`config.mk`:
```
export PLATFORM = sky130hd
export DESIGN_NAME = crc_frame_appender
export DESIGN_NICKNAME = d
export VERILOG_FILES = /design/src/rtl/crc_frame_pkg.sv /design/src/rtl/crc_calc.sv /design/src/rtl/crc_frame_appender.sv
export SDC_FILE = /design/constraint.sdc
export NUM_CORES = 1
export LEC_CHECK = 0
export CELL_PAD_IN_SITES_DETAIL_PLACEMENT = 0
export CELL_PAD_IN_SITES_GLOBAL_PLACEMENT = 1
export CORE_UTILIZATION = 40
export CTS_CLUSTER_DIAMETER = 30
export DETAILED_ROUTE_END_ITERATION = 7
export PLACE_DENSITY = 0.85
export SETUP_SLACK_MARGIN = 0.2
export SYNTH_ARGS = -nofsm -noshare
export SYNTH_HDL_FRONTEND = slang
export SYNTH_SLANG_ARGS = --single-unit
export TNS_END_PERCENT = 10
```
`constraint.sdc`:
```
create_clock -name clk_i -period 3.6 [get_ports clk_i]
set_input_delay 0.72 -clock clk_i [delete_from_list [all_inputs] [get_ports clk_i]]
set_output_delay 0.72 -clock clk_i [all_outputs]
set_load 0.01 [all_outputs]
```
`src/rtl/crc_frame_pkg.sv`:
```
// Shared types and helpers for the CRC frame appender: FSM state encoding and trailer word count.
// No logic of its own; imported by crc_frame_appender.
package crc_frame_pkg;

  typedef enum logic [1:0] {
    S_DATA = 2'd0,
    S_CRC  = 2'd1,
    S_CLR  = 2'd2
  } state_e;

  function automatic int crc_words(input int crc_size, input int dw);
    return crc_size / dw;
  endfunction

endpackage

```
`src/rtl/crc_calc.sv`:
```
// Parameterised CRC engine, one DATA_WIDTH word per cycle; crc_o reflects words accepted up to the last edge.
// Latency: 1 cycle (registered state, combinational output); no backpressure, valid_i is consumed every cycle.
module crc_calc #(
  parameter logic [63:0] POLY       = 64'h1021,
  parameter int          CRC_SIZE   = 16,
  parameter int          DATA_WIDTH = 8,
  parameter logic [63:0] INIT       = 64'hffff,
  parameter bit          REF_IN     = 1'b1,
  parameter bit          REF_OUT    = 1'b1,
  parameter logic [63:0] XOR_OUT    = 64'h0
) (
  input  logic                  clk_i,
  input  logic                  rst_i,
  input  logic                  soft_reset_i,
  input  logic                  valid_i,
  input  logic [DATA_WIDTH-1:0] data_i,
  output logic [CRC_SIZE-1:0]   crc_o
);

  localparam logic [CRC_SIZE-1:0] P = POLY[CRC_SIZE-1:0];
  localparam logic [CRC_SIZE-1:0] I = INIT[CRC_SIZE-1:0];
  localparam logic [CRC_SIZE-1:0] X = XOR_OUT[CRC_SIZE-1:0];

  logic [CRC_SIZE-1:0]   crc_q, crc_d, crc_raw;
  logic [DATA_WIDTH-1:0] din;
  logic                  fb;

  // The register always holds the unreflected (MSB-first) remainder; reflection is applied at the edges.
  always_comb begin
    din = data_i;
    if (REF_IN) begin
      for (int i = 0; i < DATA_WIDTH; i++) din[i] = data_i[DATA_WIDTH-1-i];
    end
    fb    = 1'b0;
    crc_d = crc_q;
    if (soft_reset_i) begin
      crc_d = I;
    end else if (valid_i) begin
      for (int i = DATA_WIDTH - 1; i >= 0; i--) begin
        fb    = crc_d[CRC_SIZE-1] ^ din[i];
        crc_d = {crc_d[CRC_SIZE-2:0], 1'b0};
        if (fb) crc_d = crc_d ^ P;
      end
    end
  end

  always_comb begin
    crc_raw = crc_q;
    if (REF_OUT) begin
      for (int i = 0; i < CRC_SIZE; i++) crc_raw[i] = crc_q[CRC_SIZE-1-i];
    end
    crc_o = crc_raw ^ X;
  end

  always_ff @(posedge clk_i or negedge rst_i) begin
    if (!rst_i) crc_q <= I;
    else        crc_q <= crc_d;
  end

endmodule

```
`src/rtl/crc_frame_appender.sv`:
```
// Passes payload through at zero latency, then appends the CRC as NW trailer words; optional frame counter via CRC_FRAME_CNT_EN.
// Backpressure: payload follows m_tready_i combinationally; input is held off (s_tready_o=0) for the trailer and one clear cycle.
module crc_frame_appender
  import crc_frame_pkg::*;
#(
  parameter logic [63:0] POLY          = 64'h1021,
  parameter int          CRC_SIZE      = 16,
  parameter int          DATA_WIDTH    = 8,
  parameter logic [63:0] INIT          = 64'hffff,
  parameter bit          REF_IN        = 1'b1,
  parameter bit          REF_OUT       = 1'b1,
  parameter logic [63:0] XOR_OUT       = 64'h0,
  parameter bit          CRC_LSB_FIRST = 1'b1
) (
  input  logic                  clk_i,
  input  logic                  rst_i,
  input  logic [DATA_WIDTH-1:0] s_tdata_i,
  input  logic                  s_tvalid_i,
  input  logic                  s_tlast_i,
  output logic                  s_tready_o,
  output logic [DATA_WIDTH-1:0] m_tdata_o,
  output logic                  m_tvalid_o,
  output logic                  m_tlast_o,
  input  logic                  m_tready_i,
  output logic [15:0]           frame_cnt_o
);

  localparam int NW = crc_words(CRC_SIZE, DATA_WIDTH);
  localparam int IW = (NW > 1) ? $clog2(NW) : 1;
  localparam logic [IW-1:0] LAST_IDX = IW'(NW - 1);

  if (CRC_SIZE % DATA_WIDTH != 0) begin : g_bad_size
    $error("crc_frame_appender: CRC_SIZE must be a multiple of DATA_WIDTH");
  end

  state_e                state_q, state_d;
  logic [IW-1:0]         idx_q, idx_d, sel;
  logic                  en_q;
  logic                  crc_vld, crc_clr;
  logic [CRC_SIZE-1:0]   crc;
  logic [DATA_WIDTH-1:0] crc_word;

  crc_calc #(
    .POLY      (POLY),
    .CRC_SIZE  (CRC_SIZE),
    .DATA_WIDTH(DATA_WIDTH),
    .INIT      (INIT),
    .REF_IN    (REF_IN),
    .REF_OUT   (REF_OUT),
    .XOR_OUT   (XOR_OUT)
  ) u_crc (
    .clk_i       (clk_i),
    .rst_i       (rst_i),
    .soft_reset_i(crc_clr),
    .valid_i     (crc_vld),
    .data_i      (s_tdata_i),
    .crc_o       (crc)
  );

  always_comb begin
    sel      = CRC_LSB_FIRST ? idx_q : (LAST_IDX - idx_q);
    crc_word = crc[sel*DATA_WIDTH +: DATA_WIDTH];
  end

  // en_q keeps both handshakes low during reset and the first cycle after it.
  always_comb begin
    state_d    = state_q;
    idx_d      = idx_q;
    s_tready_o = 1'b0;
    m_tvalid_o = 1'b0;
    m_tlast_o  = 1'b0;
    m_tdata_o  = s_tdata_i;
    crc_vld    = 1'b0;
    crc_clr    = 1'b0;
    if (en_q) begin
      case (state_q)
        S_DATA: begin
          m_tvalid_o = s_tvalid_i;
          s_tready_o = m_tready_i;
          crc_vld    = s_tvalid_i & m_tready_i;
          if (crc_vld && s_tlast_i) begin
            state_d = S_CRC;
            idx_d   = '0;
          end
        end
        S_CRC: begin
          m_tvalid_o = 1'b1;
          m_tdata_o  = crc_word;
          m_tlast_o  = (idx_q == LAST_IDX);
          if (m_tready_i) begin
            if (idx_q == LAST_IDX) begin
              state_d = S_CLR;
              idx_d   = '0;
            end else begin
              idx_d = idx_q + 1'b1;
            end
          end
        end
        S_CLR: begin
          crc_clr = 1'b1;
          state_d = S_DATA;
        end
        default: state_d = S_DATA;
      endcase
    end
  end

  always_ff @(posedge clk_i or negedge rst_i) begin
    if (!rst_i) begin
      state_q <= S_DATA;
      idx_q   <= '0;
      en_q    <= 1'b0;
    end else begin
      state_q <= state_d;
      idx_q   <= idx_d;
      en_q    <= 1'b1;
    end
  end

`ifdef CRC_FRAME_CNT_EN
  logic [15:0] frame_cnt_q, frame_cnt_d;

  always_comb begin
    frame_cnt_d = frame_cnt_q;
    if (m_tlast_o && m_tready_i) frame_cnt_d = frame_cnt_q + 16'd1;
  end

  always_ff @(posedge clk_i or negedge rst_i) begin
    if (!rst_i) frame_cnt_q <= 16'd0;
    else        frame_cnt_q <= frame_cnt_d;
  end

  assign frame_cnt_o = frame_cnt_q;
`else
  assign frame_cnt_o = 16'd0;
`endif

endmodule
```
==> results, run 1 <==
- In this run, synthesis inferred 0 flip-flops with an integrated enable.
- The synthesis-stage register bit count is 20.
- Walking the worst path, the cells encountered are nand3b_1 -> o21ai_0 -> clkdlybuf4s50_1.
- The number of buffers created by CTS is 3.
- The largest total area in the synthesized netlist belongs to sky130_fd_sc_hd__dfstp_2.
- The horizontal extent of the die is 62.9 µm.
- The clock skew is 0.00232 ns.
- The run finished with clean final reports.
- The TritonCTS clock tree is done.
- At the end of routability-driven placement, the weighted congestion stood at 0.753.
- The slew of the pin with the lowest slew margin is 0.894 ns.
- By area the synthesized netlist is led by sky130_fd_sc_hd__dfstp_2, sky130_fd_sc_hd__xnor3_1, sky130_fd_sc_hd__a2bb2oi_1, sky130_fd_sc_hd__buf_4, sky130_fd_sc_hd__dfrtp_1.
- The mapped netlist covers 0.00148 mm².
- The worst-case clock buffer depth is 2.
- The initial utilization of the core area, before any placement, comes to 43.1%.
- The capturing element type of the critical path is an output pin.
- The count of maximum capacitance violations is 0.
- The multi-input combinational cells in the finished layout cover a total of 870 µm².
- The final count of pins violating max slew was 0.
- Of all nets on the critical path, the largest fanout is 17.
- Among cell families on the critical path, the largest total delay comes from buffers and inverters.
- The number of distinct library cell variants in the gate-level netlist after synthesis is 29.
- The pre-antenna-repair detailed-routing pass consisted of 4 iterations.
- Dividing the detail-routed via count by the number of cells gives 4.79.
- The clock-pin slew of the registers on the worst-case setup and hold paths is 0.07 ns.
- After filler insertion, the fill cell instance count of the layout stands at 306.
- The count of mapped cells out of synthesis is 130.
- The area fraction of the dominant cell type after synthesis is 28.3%.
- At the worst endpoint, the arrival time is 2.23 ns.
- The mean post-synth cell area is 11.4 µm².
- The final hold violation count was 0.
- From synthesis to final layout, the design area changed by 17.8%.
- The design draws 1.50 mW.
- The count of inserted antenna diode cells is 0.
- The initialized floorplan defines 21 standard-cell rows.
- The worst slew slack as a fraction of its limit is 40.2%.
- The source-to-sink clock delay at the later pin of the worst-skew pair is 0.26 ns.
- The clock root buffer master is sky130_fd_sc_hd__clkbuf_8.
- The total area inside the core boundary comes to 0.00344 mm².
- Summing all flip-flop and latch instances after layout gives 520 µm².
- The count of nets left with antenna violations after detail routing is 0.
- Once detailed placement completed, the half-perimeter wirelength came to 1.78 mm.
- The maximum vdd drop is 0.351 mV.
- Data on the critical path is required at its endpoint by 2.88 ns.
- The number of buffer cells added on primary ports is 23.
- The total negative slack for setup checks is 0 ns.
- The largest net degree at the start of global routing is 21.
- The global-route wire length before repair is 4.42 mm.
- The fraction of registers with async set/reset is 100%.
- Once the clock tree was built, the setup fixing pass inserted 0 buffers.
- Of the synthesized area, sequential elements account for 35.1%.
- In this run, the number of DRC markers left after iteration 0 of detailed routing was 25.
- Wires add up to 2.57 mm.
- In the finished design, the share of the clock period the worst path needs comes to 81.8%.
- Detailed routing inserted a total of 949 vias.
- Buffers inserted to repair hold after CTS numbered 0.
- Global routing used 14.7% of the available tracks.
- The I/O pin count is 40.
- The worst hold path belongs to the class flop to flop.
- Summed over all cells, the static leakage comes to 0.776 nW.
- The share of layout cells above drive strength 1 is 19.7%.
- The net count of the finished layout is 166.
- The power density over the cells is 856 mW/mm².
- The time the final worst path needs with I/O delays and setup is 2.95 ns.
- Setup repair after global routing left no endpoint under its margin.
- The most instantiated flip-flop cell in the synthesis netlist is sky130_fd_sc_hd__dfstp_2.
- The number of gates resized after CTS is 0.
- The maximum single-stage delay on the critical path is 0.58 ns.
- The overall die area is 0.00396 mm².
- The number of buffer and inverter stages on the critical path is 1.
- The total of warnings raised by yosys is 0.
- The initial antenna violation count was 0.
- The fmax is 339 MHz.
- Setup violations remaining at the end of the flow were counted as 0.
- The critical path is of the flop to output pin type.
- The vertical die dimension is 62.9 µm.
- The average wire per standard cell is 13.0 µm.
- The number of global-route vias before repair is 916.
- STA classifies the critical path startpoint as a flop.
- In this run the number of H-tree levels came out at 1.
- The total number of clock tree sinks is 20.
- The DRC violations left is 0.
- The cell type of the slowest stage on the worst timing path is sky130_fd_sc_hd__clkdlybuf4s50_1.
- For this run the aggregate overflow at the end of global routing stands at 0.
## synthesized netlist by cell type, types with 2 or more instances
cell type,instances
sky130_fd_sc_hd__a2bb2oi_1,14
sky130_fd_sc_hd__buf_4,16
sky130_fd_sc_hd__o21ai_0,10
sky130_fd_sc_hd__nor2_1,4
sky130_fd_sc_hd__conb_1,2
sky130_fd_sc_hd__xnor3_1,8
sky130_fd_sc_hd__dfstp_2,16
sky130_fd_sc_hd__inv_1,2
sky130_fd_sc_hd__nand2b_1,2
sky130_fd_sc_hd__nand3b_1,2
sky130_fd_sc_hd__mux2i_1,8
sky130_fd_sc_hd__nand2_1,12
sky130_fd_sc_hd__a2bb2oi_2,2
sky130_fd_sc_hd__xor2_1,2
sky130_fd_sc_hd__dfrtp_1,4
sky130_fd_sc_hd__buf_2,3
sky130_fd_sc_hd__xnor2_1,10
sky130_fd_sc_hd__xor2_2,2
## sequential cells by signal (all words and copies together), names as in the netlist
| register | flops |
|---|---|
| u_crc.crc_q | 16 |
| state_q | 2 |
| en_q | 1 |
| idx_q | 1 |
## cell usage in the layout (no fill, tap or decap)
| master | instances |
|---|---|
| sky130_fd_sc_hd__a21o_1 | 1 |
| sky130_fd_sc_hd__a21oi_1 | 1 |
| sky130_fd_sc_hd__a21oi_2 | 1 |
| sky130_fd_sc_hd__a22o_1 | 1 |
| sky130_fd_sc_hd__a2bb2oi_1 | 14 |
| sky130_fd_sc_hd__a2bb2oi_2 | 2 |
| sky130_fd_sc_hd__buf_4 | 1 |
| sky130_fd_sc_hd__clkbuf_8 | 4 |
| sky130_fd_sc_hd__clkdlybuf4s50_1 | 23 |
| sky130_fd_sc_hd__conb_1 | 17 |
| sky130_fd_sc_hd__dfrtp_1 | 4 |
| sky130_fd_sc_hd__dfstp_2 | 16 |
| sky130_fd_sc_hd__inv_1 | 2 |
| sky130_fd_sc_hd__mux2i_1 | 8 |
| sky130_fd_sc_hd__nand2_1 | 12 |
| sky130_fd_sc_hd__nand2b_1 | 2 |
| sky130_fd_sc_hd__nand3b_1 | 2 |
| sky130_fd_sc_hd__nor2_1 | 4 |
| sky130_fd_sc_hd__nor3_2 | 1 |
| sky130_fd_sc_hd__o21ai_0 | 10 |
| sky130_fd_sc_hd__o22ai_1 | 1 |
| sky130_fd_sc_hd__xnor2_1 | 10 |
| sky130_fd_sc_hd__xnor2_2 | 1 |
| sky130_fd_sc_hd__xnor2_4 | 1 |
| sky130_fd_sc_hd__xnor3_1 | 8 |
| sky130_fd_sc_hd__xor2_1 | 2 |
| sky130_fd_sc_hd__xor2_2 | 2 |
| sky130_fd_sc_hd__xor3_4 | 1 |
## cell families after synthesis
kind of cell,Yosys count,share of synthesized area [%]
AO/OA/AOI/OAI,31,16.1
XOR/XNOR,25,26.2
AND/OR/NAND/NOR,21,6.58
flip-flops,20,35.1
buffers and inverters,23,10.1
other,2,0.506
multiplexers,8,5.40
## metrics by stage
step                cell area (µm²)  setup slack (ns)  cells  hold slack, ns  utilization, %
floorplan                      1540              1.72    145           0.424               -
global placement               1690             0.863    194           0.505            49.2
detailed placement             1690             0.853    194           0.508            49.2
CTS                            1750             0.624    198           0.520            50.8
global route                   1750             0.511    198           0.530            50.8
finish                         1750             0.654    198           0.518            50.8
## cell type report
cell class	count	share of cell area, %
flip-flops and latches	20	29.8
clock buffers	4	3.15
well taps	46	3.29
inverters	2	0.429
multi-input cells	102	49.7
repair buffers	24	13.6
## metal layers
metal | vias to the layer above | wire length [µm] | GRT usage, %
li1 | 465 | - | -
met1 | 451 | 1230 | 19.8
met2 | 28 | 1160 | 21.5
met3 | 5 | 100 | 2.55
met4 | 0 | 76 | 9.59
met5 | - | 0 | 0
## path summary, 6_finish.rpt
check / startpoint / to / slack, ns / cells after the start
min in group asynchronous: rst_i / state_q[1]$_DFFE_PN0P_ / 0.96 / 1
worst min register to register: u_crc.crc_q[11]$_DFFE_PN1P_ / u_crc.crc_q[11]$_DFFE_PN1P_ / 0.52 / 1
worst max register to register: state_q[0]$_DFFE_PN0P_ / u_crc.crc_q[9]$_DFFE_PN1P_ / 2.02 / 3
max in group asynchronous: rst_i / en_q$_DFF_PN0_ / 2.09 / 1
worst max-delay path: state_q[0]$_DFFE_PN0P_ / m_tdata_o[7] / 0.65 / 3
worst min-delay path: u_crc.crc_q[11]$_DFFE_PN1P_ / u_crc.crc_q[11]$_DFFE_PN1P_ / 0.52 / 1
## power breakdown
group | switching, mW | internal (mW) | total, mW
logic | 0.281 | 0.521 | 0.803
clock network | 0.0758 | 0.0975 | 0.173
registers | 0.138 | 0.383 | 0.521
(Power assumes the default switching activity.)
==> run 2, diff against run 1 <==
--- a/config.mk
+++ b/config.mk
@@ -7,10 +7,10 @@
 export LEC_CHECK = 0
 export CELL_PAD_IN_SITES_DETAIL_PLACEMENT = 0
 export CELL_PAD_IN_SITES_GLOBAL_PLACEMENT = 1
-export CORE_UTILIZATION = 40
+export CORE_UTILIZATION = 37
 export CTS_CLUSTER_DIAMETER = 30
 export DETAILED_ROUTE_END_ITERATION = 7
-export PLACE_DENSITY = 0.85
+export PLACE_DENSITY = 0.8
 export SETUP_SLACK_MARGIN = 0.2
 export SYNTH_ARGS = -nofsm -noshare
 export SYNTH_HDL_FRONTEND = slang
==> constraint.sdc (replaced) <==
create_clock -name clk_i -period 3 [get_ports clk_i]
set_input_delay 0.6 -clock clk_i [delete_from_list [all_inputs] [get_ports clk_i]]
set_output_delay 0.6 -clock clk_i [all_outputs]
set_load 0.01 [all_outputs]
==> run 2 against run 1 <==
  * Critical endpoint unchanged
  * Final area rose by 1.9%
  * Non-clock buffer count rose by 2
  * Wire length rose by 7.3%
  * Utilization fell by 3.2 points
==> results, run 2 (synthesis results as in run 1) <==
- The last weighted congestion value of the routability-driven placer is 0.709 (-5.9%).
- The internal cell power is 1.28 mW (+27%).
- The number of endpoints failing setup at the final stage is 0 (unchanged).
- The finished layout cell area is 0.00178 mm² (+1.9%).
- The capturing element type of the critical path is an output pin.
- The number of global-route vias before repair was 947 (+3.4%).
- The critical path launch point is state_q[1]$_DFFE_PN0P_.
- The total number of clock tree sinks is 20 (unchanged).
- The source-to-sink clock delay at the later pin of the worst-skew pair came to 0.26 ns (about the same).
- Leaving out fill and tap cells, the most frequent cell in the layout is sky130_fd_sc_hd__clkdlybuf4s50_1.
- The worst reg-to-reg setup slack is 1.38 ns (-0.64 ns).
- In the final layout, the registers with the most flip-flops are u_crc.crc_q x16, state_q x2.
- The net count of the finished layout came to 168 (+1.2%).
- The first-pass iteration count of the detailed router is 4 (unchanged).
- The maximum vdd drop was 0.333 mV (-5.0%).
- The clock skew is 0.00418 ns (+0.00186 ns).
- The destination of the worst register-to-register timing path is u_crc.crc_q[15]$_DFFE_PN1P_.
- The average wire per standard cell came to 13.6 µm (+5.2%).
- The starting density of the core is 39.6% (-3.5 points).
- The via count is 968 (+2.0%).
- The worst hold path class is flop to flop.
- The flow ran to the end, and the final reports show no timing, DRC or antenna violations.
- The cell sitting at the root of the clock tree is a sky130_fd_sc_hd__clkbuf_8.
- The critical path ends at m_tdata_o[7].
- The clock network fraction of design power was 14.3% (+2.7 points).
- The share of layout cells above drive strength 1 is 20.8% (+1.0 points).
- Setup repair after global routing left no endpoint under its margin.
- The number of buffer cells added on primary ports is 23 (unchanged).
- The DRC violations left was 0 (unchanged).
- The largest net degree at the start of global routing is 21 (unchanged).
- The layout filler cell count was 354 (+16%).
- The sum of routed wire length over all layers is 2.76 mm (+7.3%).
- The total negative slack for setup checks is 0 ns (unchanged).
- The worst slew slack as a fraction of its limit is 40.5% (+0.25 points).
- The switching power is 610 µW (+23%).
- The critical path required time came to 2.40 ns (-0.48 ns).
- The depth of the most critical reg-to-reg path is 4 (+1).
- The fmax is 380 MHz.
- The number of levels in the clock H-tree is 1 (unchanged).
- The detailed placer's ending HPWL is 1.98 mm (+11%).
- The share of total power in combinational logic is 53.1% (-0.5 points).
- The maximum fanout along the worst path was 10 (-7).
- The worst setup slack after layout is 0.372 ns (-0.282 ns).
- The time the final worst path needs with I/O delays and setup is 2.63 ns.
- The clock-pin slew of the registers on the worst-case setup and hold paths was 0.08 ns (about the same).
- The overall die area is 0.00427 mm² (+7.8%).
- The library cells used most frequently in the layout, excluding fill and tap cells, are sky130_fd_sc_hd__clkdlybuf4s50_1, sky130_fd_sc_hd__conb_1, sky130_fd_sc_hd__dfstp_2, sky130_fd_sc_hd__a2bb2oi_1, sky130_fd_sc_hd__nand2_1.
- The minimum setup slack after placement is 0.495 ns (-0.358 ns).
- The register ranked first by flip-flop count is u_crc.crc_q.
- The reported leakage power came to 0.792 nW (+2.1%).
- The slew of the pin with the lowest slew margin is 0.890 ns (-0.00372 ns).
- The I/O pin count came to 40 (unchanged).
- The placement-stage cell area is 0.00171 mm² (+1.0%).
- The critical path class is flop to output pin.
- The critical path data arrival time is 2.03 ns (-0.20 ns).
- The TritonCTS clock tree is done.
- The number of buffers created by CTS was 3 (unchanged).
- The number of gates resized after CTS is 0 (unchanged).
- The site row count is 22 (+4.8%).
- The part of the total power dissipated in sequential elements is 32.7% (-2.1 points).
- The global-route wire length before repair is 4.64 mm (+5.0%).
- STA classifies the critical path startpoint as a flop.
- The total global routing track utilization is 14.5% (-0.19 points).
- The final period utilization is 87.6%.
- The total grt overflow is 0 (unchanged).
- The power density over the cells is 1060 mW/mm² (+24%).
- The switching share of power is 32.3% (-0.74 points).
- The via density per instance is 4.79 (about the same).
- The vertical die dimension is 65.3 µm (+3.8%).
- The beginning of the worst register-to-register path is state_q[0]$_DFFE_PN0P_.
- The detailed router's first-iteration violation count was 27 (+8.0%).
- The number of flip-flops under the largest register name is 16 (unchanged).
- The count of nets left with antenna violations after detail routing was 0 (unchanged).
- The initial antenna violation count is 0 (unchanged).
- The core area is 0.00374 mm² (+8.8%).
- The count of inserted antenna diode cells is 0 (unchanged).
- The final count of pins violating max slew was 0 (unchanged).
- The worst-case clock buffer depth is 2 (unchanged).
- The layout overhead on the synthesized area is 20.1%.
- The horizontal extent of the die is 65.3 µm (+3.8%).
- The final hold violation count was 0 (unchanged).
- The number of placed instances, taps included is 198 (+2.1%).
- The number of buffers added to fix hold violations after cts was 0 (unchanged).
- The count of maximum capacitance violations is 0 (unchanged).
- The filler-free cell count of the finished design is 202 (+2.0%).
- The setup fix buffers added after clock tree synthesis is 0 (unchanged).
[run 2: changes by cell type in the layout (fill, tap and decap cells not counted)]
cell and change:
sky130_fd_sc_hd__bufinv_16 +1, sky130_fd_sc_hd__clkbuf_8 -1, sky130_fd_sc_hd__buf_4 +2
[run 2: how the worst min path moves through the flow]
stage / start / end / slack, ns / depth (start not counted)
detailed placement: u_crc.crc_q[0]$_DFFE_PN1P_ / u_crc.crc_q[0]$_DFFE_PN1P_ / 0.51 / 1
global placement: u_crc.crc_q[5]$_DFFE_PN1P_ / u_crc.crc_q[5]$_DFFE_PN1P_ / 0.50 / 1
floorplan: rst_i / en_q$_DFF_PN0_ / 0.30 / 0
finish: u_crc.crc_q[0]$_DFFE_PN1P_ / u_crc.crc_q[0]$_DFFE_PN1P_ / 0.52 / 1
global route: u_crc.crc_q[8]$_DFFE_PN1P_ / u_crc.crc_q[8]$_DFFE_PN1P_ / 0.53 / 1
CTS: u_crc.crc_q[0]$_DFFE_PN1P_ / u_crc.crc_q[0]$_DFFE_PN1P_ / 0.52 / 1
[run 2: per-stage QoR]
step / hold WS [ns] / util, % / total power [mW]
after global placement: 0.503 / 45.7 / 1.60
after global routing: 0.526 / 47.6 / 2.01
after floorplan: 0.304 / - / 1.40
final: 0.515 / 47.6 / 1.89
after CTS: 0.519 / 47.6 / 1.91
after detailed placement: 0.506 / 45.7 / 1.63
[run 2: cell type report]
| class | count | area (µm²) | share of cell area (%) |
|---|---|---|---|
| multi-input cells | 102 | 870 | 48.8 |
| flip-flops and latches | 20 | 520 | 29.2 |
| repair buffers | 26 | 253 | 14.2 |
| well taps | 48 | 60.1 | 3.37 |
| clock buffers | 3 | 41.3 | 2.32 |
| clock inverters | 1 | 30.0 | 1.69 |
| inverters | 2 | 7.51 | 0.421 |
[run 2: worst max-delay path, stage by stage, from the launching register on]
cell                              delay [ns]
sky130_fd_sc_hd__dfrtp_1                0.41
sky130_fd_sc_hd__nand3b_1               0.35
sky130_fd_sc_hd__buf_4                  0.28
sky130_fd_sc_hd__o21ai_0                0.17
sky130_fd_sc_hd__clkdlybuf4s50_1        0.56
[run 2: per-layer routing]
| metal | vias to the layer above | global-route usage [%] | part of all wire, % |
|---|---|---|---|
| li1 | 465 | - | - |
| met1 | 470 | 18.7 | 44 |
| met2 | 31 | 24.2 | 51 |
| met3 | 2 | 2.26 | 3.7 |
| met4 | 0 | 5.71 | 1.2 |
| met5 | - | 0 | 0 |
[run 2: power by group through the flow]
stage / clock network (mW) / logic, mW / registers, mW
final: 0.269 / 1.00 / 0.616
after global routing: 0.296 / 1.08 / 0.638
after CTS: 0.276 / 1.02 / 0.618
after detailed placement: 0 / 1.01 / 0.620
after global placement: 0 / 0.983 / 0.612
after floorplan: 0 / 0.840 / 0.556
==> run 3, diff against run 2 <==
--- a/config.mk
+++ b/config.mk
@@ -12,6 +12,7 @@
 export DETAILED_ROUTE_END_ITERATION = 7
 export PLACE_DENSITY = 0.8
 export SETUP_SLACK_MARGIN = 0.2
+export SLEW_MARGIN = 20
 export SYNTH_ARGS = -nofsm -noshare
 export SYNTH_HDL_FRONTEND = slang
 export SYNTH_SLANG_ARGS = --single-unit
==> results of run 3 <==
No change in the layout: final DEF, timing and power equal those of run 2.
